===== src/rtl/memory_writeback_stage.sv =====
// memory_writeback_stage: MEM/WB stage of a simple in-order core.
// Executes one load/store at a time on a request/ack data bus, formats store
// data and load results, reports misaligned accesses and bus timeouts, and
// returns register writebacks to EX.
module memory_writeback_stage #(
  parameter int ACK_TIMEOUT = 16
) (
  input  logic        clk,
  input  logic        reset,
  input  logic        ex_valid,
  input  logic [31:0] ex_alu_y,
  input  logic [31:0] ex_rrd2,
  input  logic [4:0]  ex_rd,
  input  logic [1:0]  ex_mem_op,
  input  logic [2:0]  ex_size,
  output logic        dmem_req,
  output logic        dmem_we,
  output logic [31:0] dmem_addr,
  output logic [31:0] dmem_wdata,
  output logic [3:0]  dmem_be,
  input  logic        dmem_ack,
  input  logic [31:0] dmem_rdata,
  output logic        stall,
  output logic        regwe,
  output logic [4:0]  regwa,
  output logic [31:0] regwd,
  output logic        misaligned,
  output logic        bus_err
);

  localparam logic [0:0] IDLE   = 1'b0;
  localparam logic [0:0] ACCESS = 1'b1;

  localparam int              CW        = $clog2(ACK_TIMEOUT + 1);
  localparam logic [CW-1:0]   CNT_LIMIT = CW'(ACK_TIMEOUT);
  localparam logic [CW-1:0]   CNT_ONE   = CW'(1);

  logic [0:0]    state_q, state_d;
  logic [CW-1:0] cnt_q, cnt_d;
  logic [31:0]   addr_q, addr_d;
  logic [31:0]   wdata_q, wdata_d;
  logic [3:0]    be_q, be_d;
  logic          we_q, we_d;
  logic [4:0]    rd_q, rd_d;
  logic [2:0]    size_q, size_d;
  logic          regwe_q, regwe_d;
  logic [4:0]    regwa_q, regwa_d;
  logic [31:0]   regwd_q, regwd_d;
  logic          mis_q, mis_d;
  logic          berr_q, berr_d;
  logic          is_mem;
  logic [CW-1:0] cnt_inc;

  // Byte sizes are 000/100, halfword sizes 001/101, everything else is a word.
  function automatic logic access_misaligned(input logic [2:0] size, input logic [1:0] a);
    case (size)
      3'b000, 3'b100: access_misaligned = 1'b0;
      3'b001, 3'b101: access_misaligned = a[0];
      default:        access_misaligned = (a != 2'b00);
    endcase
  endfunction

  function automatic logic [3:0] store_be(input logic [2:0] size, input logic [1:0] a);
    case (size)
      3'b000, 3'b100: store_be = 4'b0001 << a;
      3'b001, 3'b101: store_be = a[1] ? 4'b1100 : 4'b0011;
      default:        store_be = 4'b1111;
    endcase
  endfunction

  // Narrow stores replicate the datum so every enabled lane carries it.
  function automatic logic [31:0] store_wdata(input logic [2:0] size, input logic [31:0] d);
    case (size)
      3'b000, 3'b100: store_wdata = {4{d[7:0]}};
      3'b001, 3'b101: store_wdata = {2{d[15:0]}};
      default:        store_wdata = d;
    endcase
  endfunction

  function automatic logic [31:0] load_extract(input logic [2:0] size, input logic [1:0] a,
                                               input logic [31:0] rdata);
    logic [7:0]  b;
    logic [15:0] h;
    case (a)
      2'd0:    b = rdata[7:0];
      2'd1:    b = rdata[15:8];
      2'd2:    b = rdata[23:16];
      default: b = rdata[31:24];
    endcase
    h = a[1] ? rdata[31:16] : rdata[15:0];
    case (size)
      3'b000:  load_extract = {{24{b[7]}}, b};
      3'b100:  load_extract = {24'd0, b};
      3'b001:  load_extract = {{16{h[15]}}, h};
      3'b101:  load_extract = {16'd0, h};
      default: load_extract = rdata;
    endcase
  endfunction

  assign is_mem  = (ex_mem_op == 2'b01) || (ex_mem_op == 2'b10);
  assign cnt_inc = cnt_q + CNT_ONE;

  // Next-state: accept from EX in IDLE, wait for ack or timeout in ACCESS.
  always_comb begin
    state_d = state_q;
    cnt_d   = cnt_q;
    addr_d  = addr_q;
    wdata_d = wdata_q;
    be_d    = be_q;
    we_d    = we_q;
    rd_d    = rd_q;
    size_d  = size_q;
    regwe_d = 1'b0;
    regwa_d = regwa_q;
    regwd_d = regwd_q;
    mis_d   = 1'b0;
    berr_d  = 1'b0;
    case (state_q)
      IDLE: begin
        if (ex_valid) begin
          if (!is_mem) begin
            regwe_d = (ex_rd != 5'd0);
            regwa_d = ex_rd;
            regwd_d = ex_alu_y;
          end else if (access_misaligned(ex_size, ex_alu_y[1:0])) begin
            mis_d = 1'b1;
          end else begin
            state_d = ACCESS;
            cnt_d   = '0;
            addr_d  = ex_alu_y;
            rd_d    = ex_rd;
            size_d  = ex_size;
            we_d    = (ex_mem_op == 2'b10);
            be_d    = (ex_mem_op == 2'b10) ? store_be(ex_size, ex_alu_y[1:0]) : 4'b1111;
            wdata_d = (ex_mem_op == 2'b10) ? store_wdata(ex_size, ex_rrd2) : 32'd0;
          end
        end
      end
      default: begin
        // An ack in the cycle the limit is reached still completes the access.
        if (dmem_ack) begin
          state_d = IDLE;
          if (!we_q) begin
            regwe_d = (rd_q != 5'd0);
            regwa_d = rd_q;
            regwd_d = load_extract(size_q, addr_q[1:0], dmem_rdata);
          end
        end else if (cnt_inc == CNT_LIMIT) begin
          state_d = IDLE;
          cnt_d   = '0;
          berr_d  = 1'b1;
        end else begin
          cnt_d = cnt_inc;
        end
      end
    endcase
  end

  // State and output registers; reset abandons any access in flight.
  always_ff @(posedge clk or negedge reset) begin
    if (!reset) begin
      state_q <= IDLE;
      cnt_q   <= '0;
      addr_q  <= '0;
      wdata_q <= '0;
      be_q    <= '0;
      we_q    <= 1'b0;
      rd_q    <= '0;
      size_q  <= '0;
      regwe_q <= 1'b0;
      regwa_q <= '0;
      regwd_q <= '0;
      mis_q   <= 1'b0;
      berr_q  <= 1'b0;
    end else begin
      state_q <= state_d;
      cnt_q   <= cnt_d;
      addr_q  <= addr_d;
      wdata_q <= wdata_d;
      be_q    <= be_d;
      we_q    <= we_d;
      rd_q    <= rd_d;
      size_q  <= size_d;
      regwe_q <= regwe_d;
      regwa_q <= regwa_d;
      regwd_q <= regwd_d;
      mis_q   <= mis_d;
      berr_q  <= berr_d;
    end
  end

  // Bus outputs are gated by ACCESS so they read zero whenever idle or in reset.
  always_comb begin
    dmem_req   = (state_q == ACCESS);
    stall      = (state_q == ACCESS);
    dmem_we    = dmem_req & we_q;
    dmem_addr  = dmem_req ? {addr_q[31:2], 2'b00} : 32'd0;
    dmem_wdata = dmem_req ? wdata_q : 32'd0;
    dmem_be    = dmem_req ? be_q : 4'd0;
    regwe      = regwe_q;
    regwa      = regwa_q;
    regwd      = regwd_q;
    misaligned = mis_q;
    bus_err    = berr_q;
  end

endmodule


===== config.mk =====
export PLATFORM = sky130hd
export DESIGN_NAME = memory_writeback_stage
export DESIGN_NICKNAME = d
export VERILOG_FILES = /design/src/rtl/memory_writeback_stage.sv
export SDC_FILE = /design/constraint.sdc
export NUM_CORES = 1
export LEC_CHECK = 0
export BUFFER_PORTS_ARGS = -buffer_cell sky130_fd_sc_hd__buf_2
export CORE_ASPECT_RATIO = 0.75
export CORE_MARGIN = 5
export CORE_UTILIZATION = 45
export CTS_BUF_LIST = sky130_fd_sc_hd__clkbuf_4 sky130_fd_sc_hd__clkbuf_8
export CTS_CLUSTER_DIAMETER = 30
export DETAILED_ROUTE_END_ITERATION = 16
export PLACE_DENSITY = 0.8
export SLEW_MARGIN = 20
export SYNTH_ARGS = -nofsm -noshare
export SYNTH_HDL_FRONTEND = slang
export SYNTH_SLANG_ARGS = --single-unit

===== constraint.sdc =====
create_clock -name clk -period 3.7 [get_ports clk]
set_clock_uncertainty 0.1 [all_clocks]
set_input_delay 0.185 -clock clk [delete_from_list [all_inputs] [get_ports clk]]
set_output_delay 0.185 -clock clk [all_outputs]
set_load 0.03 [all_outputs]

==> results of run 1 <==
## per-stage QoR
stage	cell area [µm²]	setup slack [ns]	std cells	power, µW
2_1_floorplan	6670	1.68	662	3200
3_3_place_gp	7790	1.28	1035	3700
3_5_place_dp	7790	1.25	1035	3750
4_1_cts	9110	1.18	1157	5070
5_1_grt	9110	1.04	1157	5330
6_report	9110	1.19	1157	5060
## sequential cells by signal, summed over array words and instances, names as in the netlist
name        cells
addr_q         32
be_q            4
bus_err         1
cnt_q           5
dmem_req        1
misaligned      1
rd_q            5
regwa           5
regwd          32
regwe           1
size_q          3
wdata_q        32
we_q            1
## where the power goes
part | switching, µW | total, µW | internal (µW)
logic | 1090 | 1830 | 737
clock network | 579 | 1240 | 658
registers | 280 | 1990 | 1710
## final cells by class
class | count | share of cell area [%]
sequential | 123 | 33.8
inverter | 8 | 0.330
clock buffer | 20 | 3.02
timing repair buffer | 315 | 22.5
tap | 200 | 2.75
clock inverter | 12 | 1.52
multi-input combinational | 479 | 36.0
## worst paths after layout
path                                  to  slack, ns  depth (start not counted)
min                            addr_q[1]       0.01                          3
min reg2reg                   wdata_q[5]       0.38                          2
max                        dmem_addr[22]       1.19                          3
max in group asynchronous      addr_q[7]       2.41                          3
max reg2reg                    regwd[12]       1.23                          4
min in group asynchronous    wdata_q[29]       0.32                          2
## worst reg2reg max path, stage by stage (launching register included)
cell and delay [ns]:
dfrtp_4 0.76, and3b_1 0.49, a31oi_4 0.21, nor4_4 0.57, a221oi_1 0.17
## cells in the mapped netlist, drive strengths merged (5+ instances only)
| library cell | number | area [µm²] |
|---|---|---|
| a21oi | 16 | 87.6 |
| buf | 34 | 224 |
| a221oi | 7 | 61.3 |
| a211oi | 16 | 120 |
| mux2 | 47 | 679 |
| mux2i | 39 | 394 |
| dfrtp | 123 | 3080 |
| nand2 | 92 | 348 |
| nor2 | 38 | 150 |
| o21ai | 46 | 241 |
| inv | 6 | 22.5 |
| o31ai | 18 | 135 |
| nand2b | 13 | 81.3 |
| nor2b | 9 | 56.3 |
| o22ai | 12 | 75.1 |
| nor3 | 18 | 90.1 |
| clkbuf | 18 | 67.6 |
| a22oi | 7 | 52.6 |
| and2 | 68 | 425 |
| nand3 | 5 | 25.0 |
## routing by layer
layer | vias to the layer above | GRT usage (%)
met5 | - | 0
met4 | 0 | 8.21
met3 | 47 | 7.35
met2 | 270 | 37.3
met1 | 2914 | 32.2
li1 | 2877 | -
## cell families after synthesis
family	after synthesis	share of synthesized area, %
DFF	123	46.1
other	1	0.0562
buffers and inverters	60	4.82
and+or+nand+nor	253	19.0
adders and majority gates	2	0.375
muxes	86	16.1
AOI/OAI and AO/OA	136	13.5
==> run_results.csv, run 1 <==
group,metric,value,unit
outcome,outcome,"completed",
final_layout,nFillCells,1159,
synthesis,synth_edf_count,0,
route,highest_layer,"met4",
route,wl,21.3,mm
placed_design,routabilityCongestion,0.888,
global_route,globalRouteTotalUtil,24.0,%
final_layout,diodes,0,
final_layout,regArea,3080,µm²
sta,finalCritPeriodShare,67.7,%
global_route,grt_max_degree,109,
route,drt_iter0_drc,424,
floorplan,initial_utilization,46.0,%
route,drc,0,
clock_network,cts.path.max_buffers,2,
worst_hold_path,worstHoldStart,"ex_alu_y[1]",
route,via_per_inst,5.28,
synthesis,synth_seq_area_share,46.1,%
global_route,antenna_found_initial,0,
clock_network,cts_max_level,4,
clock_network,cts_setup_buffers,0,
setup_path,worstSetupStartpoint,"dmem_req",
final_layout,nets,1056,
global_route,grt_pass1_wl,32.5,mm
sta,fin_crit,2.51,ns
global_route,grt-ovfl-total,0,
flow_run,max_cap_viol_count,0,
synthesis,avgSynthCellArea,10.1,µm²
synthesis,ys_warn_count,0,
floorplan,ioPinCount,221,
setup_path,path_class,"register to output port",
route,num_vias,6108,
placed_design,io_buffers,218,
floorplan,die_width,151,µm
clock_network,cts_resized,0,
route,ant_nets,0,
sta,setup_viol,0,
route,wl_met1,9.23,mm
synthesis,synth-seq-cells,123,
sta,worst_slew_pin_slew,0.959,ns
synthesis,synth_cells,661,
final_layout,layout_commonest_cell,"buf_2",
floorplan,rows,38,
sta,rsz0062_at_grt,"no",
clock_network,clk_latency,0.44,ns
pwr,power_leakage,0.00447,µW
synthesis,syn_area,6670,µm²
final_layout,layout.cells.most_common_list,"217 x buf_2, 122 x dfrtp_1, 91 x nand2_1",
synthesis,synth_cell_types,52,
clock_network,root_buffer,"clkbuf_8",
final_layout,postLayoutCoreUtil,62.8,%
setup_path,cp-start-kind,"register",
setup_path,slowest_delay,0.76,ns
setup_path,r2r_start,"dmem_req",
setup_path,crit_slowest_cell,"dfrtp_4",
setup_path,critPathBufInv,2,
floorplan,die_h,115,µm
placed_design,dp_hpwl,14.2,mm
route,wl_met3,1.86,mm
setup_path,cp-end-kind,"output port",
floorplan,fp.dieArea,17400,µm²
worst_hold_path,hold_path_class,"input port to register",
sta,drv_slew,0,
final_layout,drive_gt1_share,32.9,%
sta,hold_viol,0,
clock_network,cts_sinks,123,
clock_network,numCtsBuffers,17,
setup_path,critPathTopFamily,"buffers and inverters",
sta,hold_slack,0.0132,ns
clock_network,ctsHoldBuffers,90,
setup_path,required,3.41,ns
synthesis,synth-async-reset-ratio,100,%
sta,maxSlewHeadroom,35.8,%
final_layout,multi_input_area,3280,µm²
pwr,irDropWorstVdd,0.281,mV
setup_path,cp_max_fo,56,
clock_network,clk_pin_slew,0.07,ns
sta,fmax,0.399,GHz
sta,setup_tns,0,ns
route,routedWlPerCell,18.4,µm
route,dr_wl_met2,9.67,mm
final_layout,syn_to_final_growth,36.6,%
pwr,power_density,555,nW/µm²
clock_network,cts_tree,"built",
setup_path,crit_arrival,2.22,ns
route,dr.pass1.iters,5,
global_route,grt_pass1_vias,6088,
floorplan,coreArea,14500,µm²
setup_path,crit_chain,"buf_4 > and2_1 > buf_2",
synthesis,synth_ff_type,"dfrtp_1",
No activity file was read; power rests on OpenSTA's default activity.
==> run 2: changes to the inputs <==
==> constraint.sdc (replaced) <==
create_clock -name clk -period 2.45 [get_ports clk]
set_clock_uncertainty 0.1 [all_clocks]
set_input_delay 0.1225 -clock clk [delete_from_list [all_inputs] [get_ports clk]]
set_output_delay 0.1225 -clock clk [all_outputs]
set_load 0.03 [all_outputs]
==> run_results.csv, run 2 (synthesized netlist as in run 1, its figures left out) <==
group,metric,value,unit
sta,maxSlewHeadroom,52.7,%
final_layout,nets,1078,
placed_design,dp_hpwl,14.6,mm
setup_path,cp-start-kind,"register",
floorplan,rows,38,
setup_path,cp_max_fo,15,
route,routedWlPerCell,19.3,µm
setup_path,path_class,"register to register",
setup_path,cp-end-kind,"register",
clock_network,cts.path.max_buffers,2,
global_route,grt_pass1_wl,35.0,mm
global_route,grt-ovfl-total,0,
pwr,pwr-share-seq,38.5,%
final_layout,drive_gt1_share,33.4,%
outcome,outcome,"completed",
pwr,irDropWorstVdd,0.513,mV
clock_network,clk_pin_slew,0.08,ns
clock_network,cts_sinks,123,
sta,setup_tns,0,ns
route,via_per_inst,5.40,
global_route,grt_pass1_vias,6531,
clock_network,clk_latency,0.42,ns
global_route,antenna_found_initial,2,
sta,worst_slew_pin_slew,0.709,ns
clock_network,cts_tree,"built",
global_route,use_met2,39.9,%
final_layout,nFillCells,1132,
setup_path,crit_arrival,2.54,ns
global_route,grt_busiest_layer,"met2",
route,ant_nets,0,
floorplan,initial_utilization,46.0,%
pwr,power_density,831,nW/µm²
floorplan,die_width,151,µm
floorplan,fp.dieArea,17400,µm²
setup_path,required,2.66,ns
floorplan,die_h,115,µm
sta,hold_viol,0,
pwr,pwr-share-comb,37.4,%
floorplan,coreArea,14500,µm²
clock_network,cts_setup_buffers,0,
clock_network,numCtsBuffers,17,
sta,fin_crit,2.33,ns
pwr,p_clk_share,24.0,%
flow_run,max_cap_viol_count,0,
sta,drv_slew,0,
clock_network,cts_max_level,4,
floorplan,ioPinCount,221,
sta,finalCritPeriodShare,95.3,%
worst_hold_path,hold_path_class,"input port to register",
route,wl,22.8,mm
final_layout,syn_to_final_growth,40.7,%
clock_network,root_buffer,"clkbuf_8",
global_route,grt_max_degree,76,
final_layout,multi_input_area,3290,µm²
placed_design,placed_cell_area,7920,µm²
sta,setup_viol,0,
route,drc,0,
pwr,p_sw,3010,µW
route,dr.pass1.iters,5,
placed_design,routabilityCongestion,0.884,
final_layout,layout_commonest_cell,"buf_2",
pwr,sw_frac_of_total,38.6,%
global_route,globalRouteTotalUtil,25.9,%
sta,rsz0062_at_grt,"no",
pwr,power_leakage,0.00460,µW
global_route,gr-usage-met3,7.19,%
final_layout,regArea,3080,µm²
route,drt_iter0_drc,459,
placed_design,io_buffers,218,
final_layout,fin_area,9390,µm²
sta,fmax,0.428,GHz
final_layout,layout.cells.most_common_list,"217 x buf_2, 122 x dfrtp_1, 102 x dlygate4sd3_1",
pwr,p_int,4790,µW
route,num_vias,6396,
global_route,grt_util_met1,34.2,%
run 2: worst paths after layout:
kind                          endpoint   startpoint  cells past startpoint  slack (ns)
max                           regwd[1]    addr_q[1]                      6        0.12
min                        wdata_q[29]  ex_rrd2[29]                      5        0.03
max reg2reg                   regwd[1]    addr_q[1]                      6        0.12
min reg2reg                 wdata_q[4]   wdata_q[4]                      2        0.37
max in group asynchronous     dmem_req        reset                      3        1.40
min in group asynchronous  wdata_q[29]        reset                      2        0.17
run 2: worst max-delay path: stages (launching register included):
cell and delay, ns:
dfrtp_1 0.49, buf_4 0.28, mux2_2 0.38, mux2i_1 0.13
nor2b_1 0.15, o221ai_1 0.13, dlygate4sd3_1 0.56
run 2: cell type report:
type,count,share of cell area (%)
multi-input cells,479,35.1
flip-flops and latches,123,32.8
repair buffers,337,24.5
well taps,200,2.67
clock buffers,17,2.49
clock inverters,15,1.88
inverters,8,0.320
diodes,6,0.160
run 2: timing repair:
action	in CTS	in global routing
hold buffers	102	0
gates resized for setup	0	5
setup endpoints to repair	0	2
hold endpoints to repair	172	0
run 2: per-layer routing:
layer | share of wire (%) | vias up | wire length [µm]
met3 | 8.6 | 78 | 1970
met4 | 3.6 | 0 | 829
li1 | - | 2930 | -
met1 | 42 | 3031 | 9590
met5 | 0 | - | 0
met2 | 46 | 357 | 10400
run 2: power by group through the flow:
stage                     combinational, µW  clock [µW]  sequential, µW
after floorplan                        1490           0            3340
after global placement                 2640           0            3000
after detailed placement               2690           0            3020
after CTS                              2860        1900            2990
after global routing                   3130        1990            3080
final                                  2920        1880            3010
run 2: per-stage QoR:
stage / util, % / hold WS [ns] / worst slack, ns / total power [µW] / instances
after floorplan: - / -0.273 / 0.495 / 4830 / 662
after global placement: 54.6 / 0.0947 / 0.439 / 5640 / 1045
after detailed placement: 54.6 / 0.0891 / 0.416 / 5710 / 1045
after CTS: 64.5 / 0.000206 / 0.0739 / 7750 / 1179
after global routing: 64.7 / 0.0203 / 0.0148 / 8200 / 1181
final: 64.7 / 0.0294 / 0.116 / 7800 / 1185
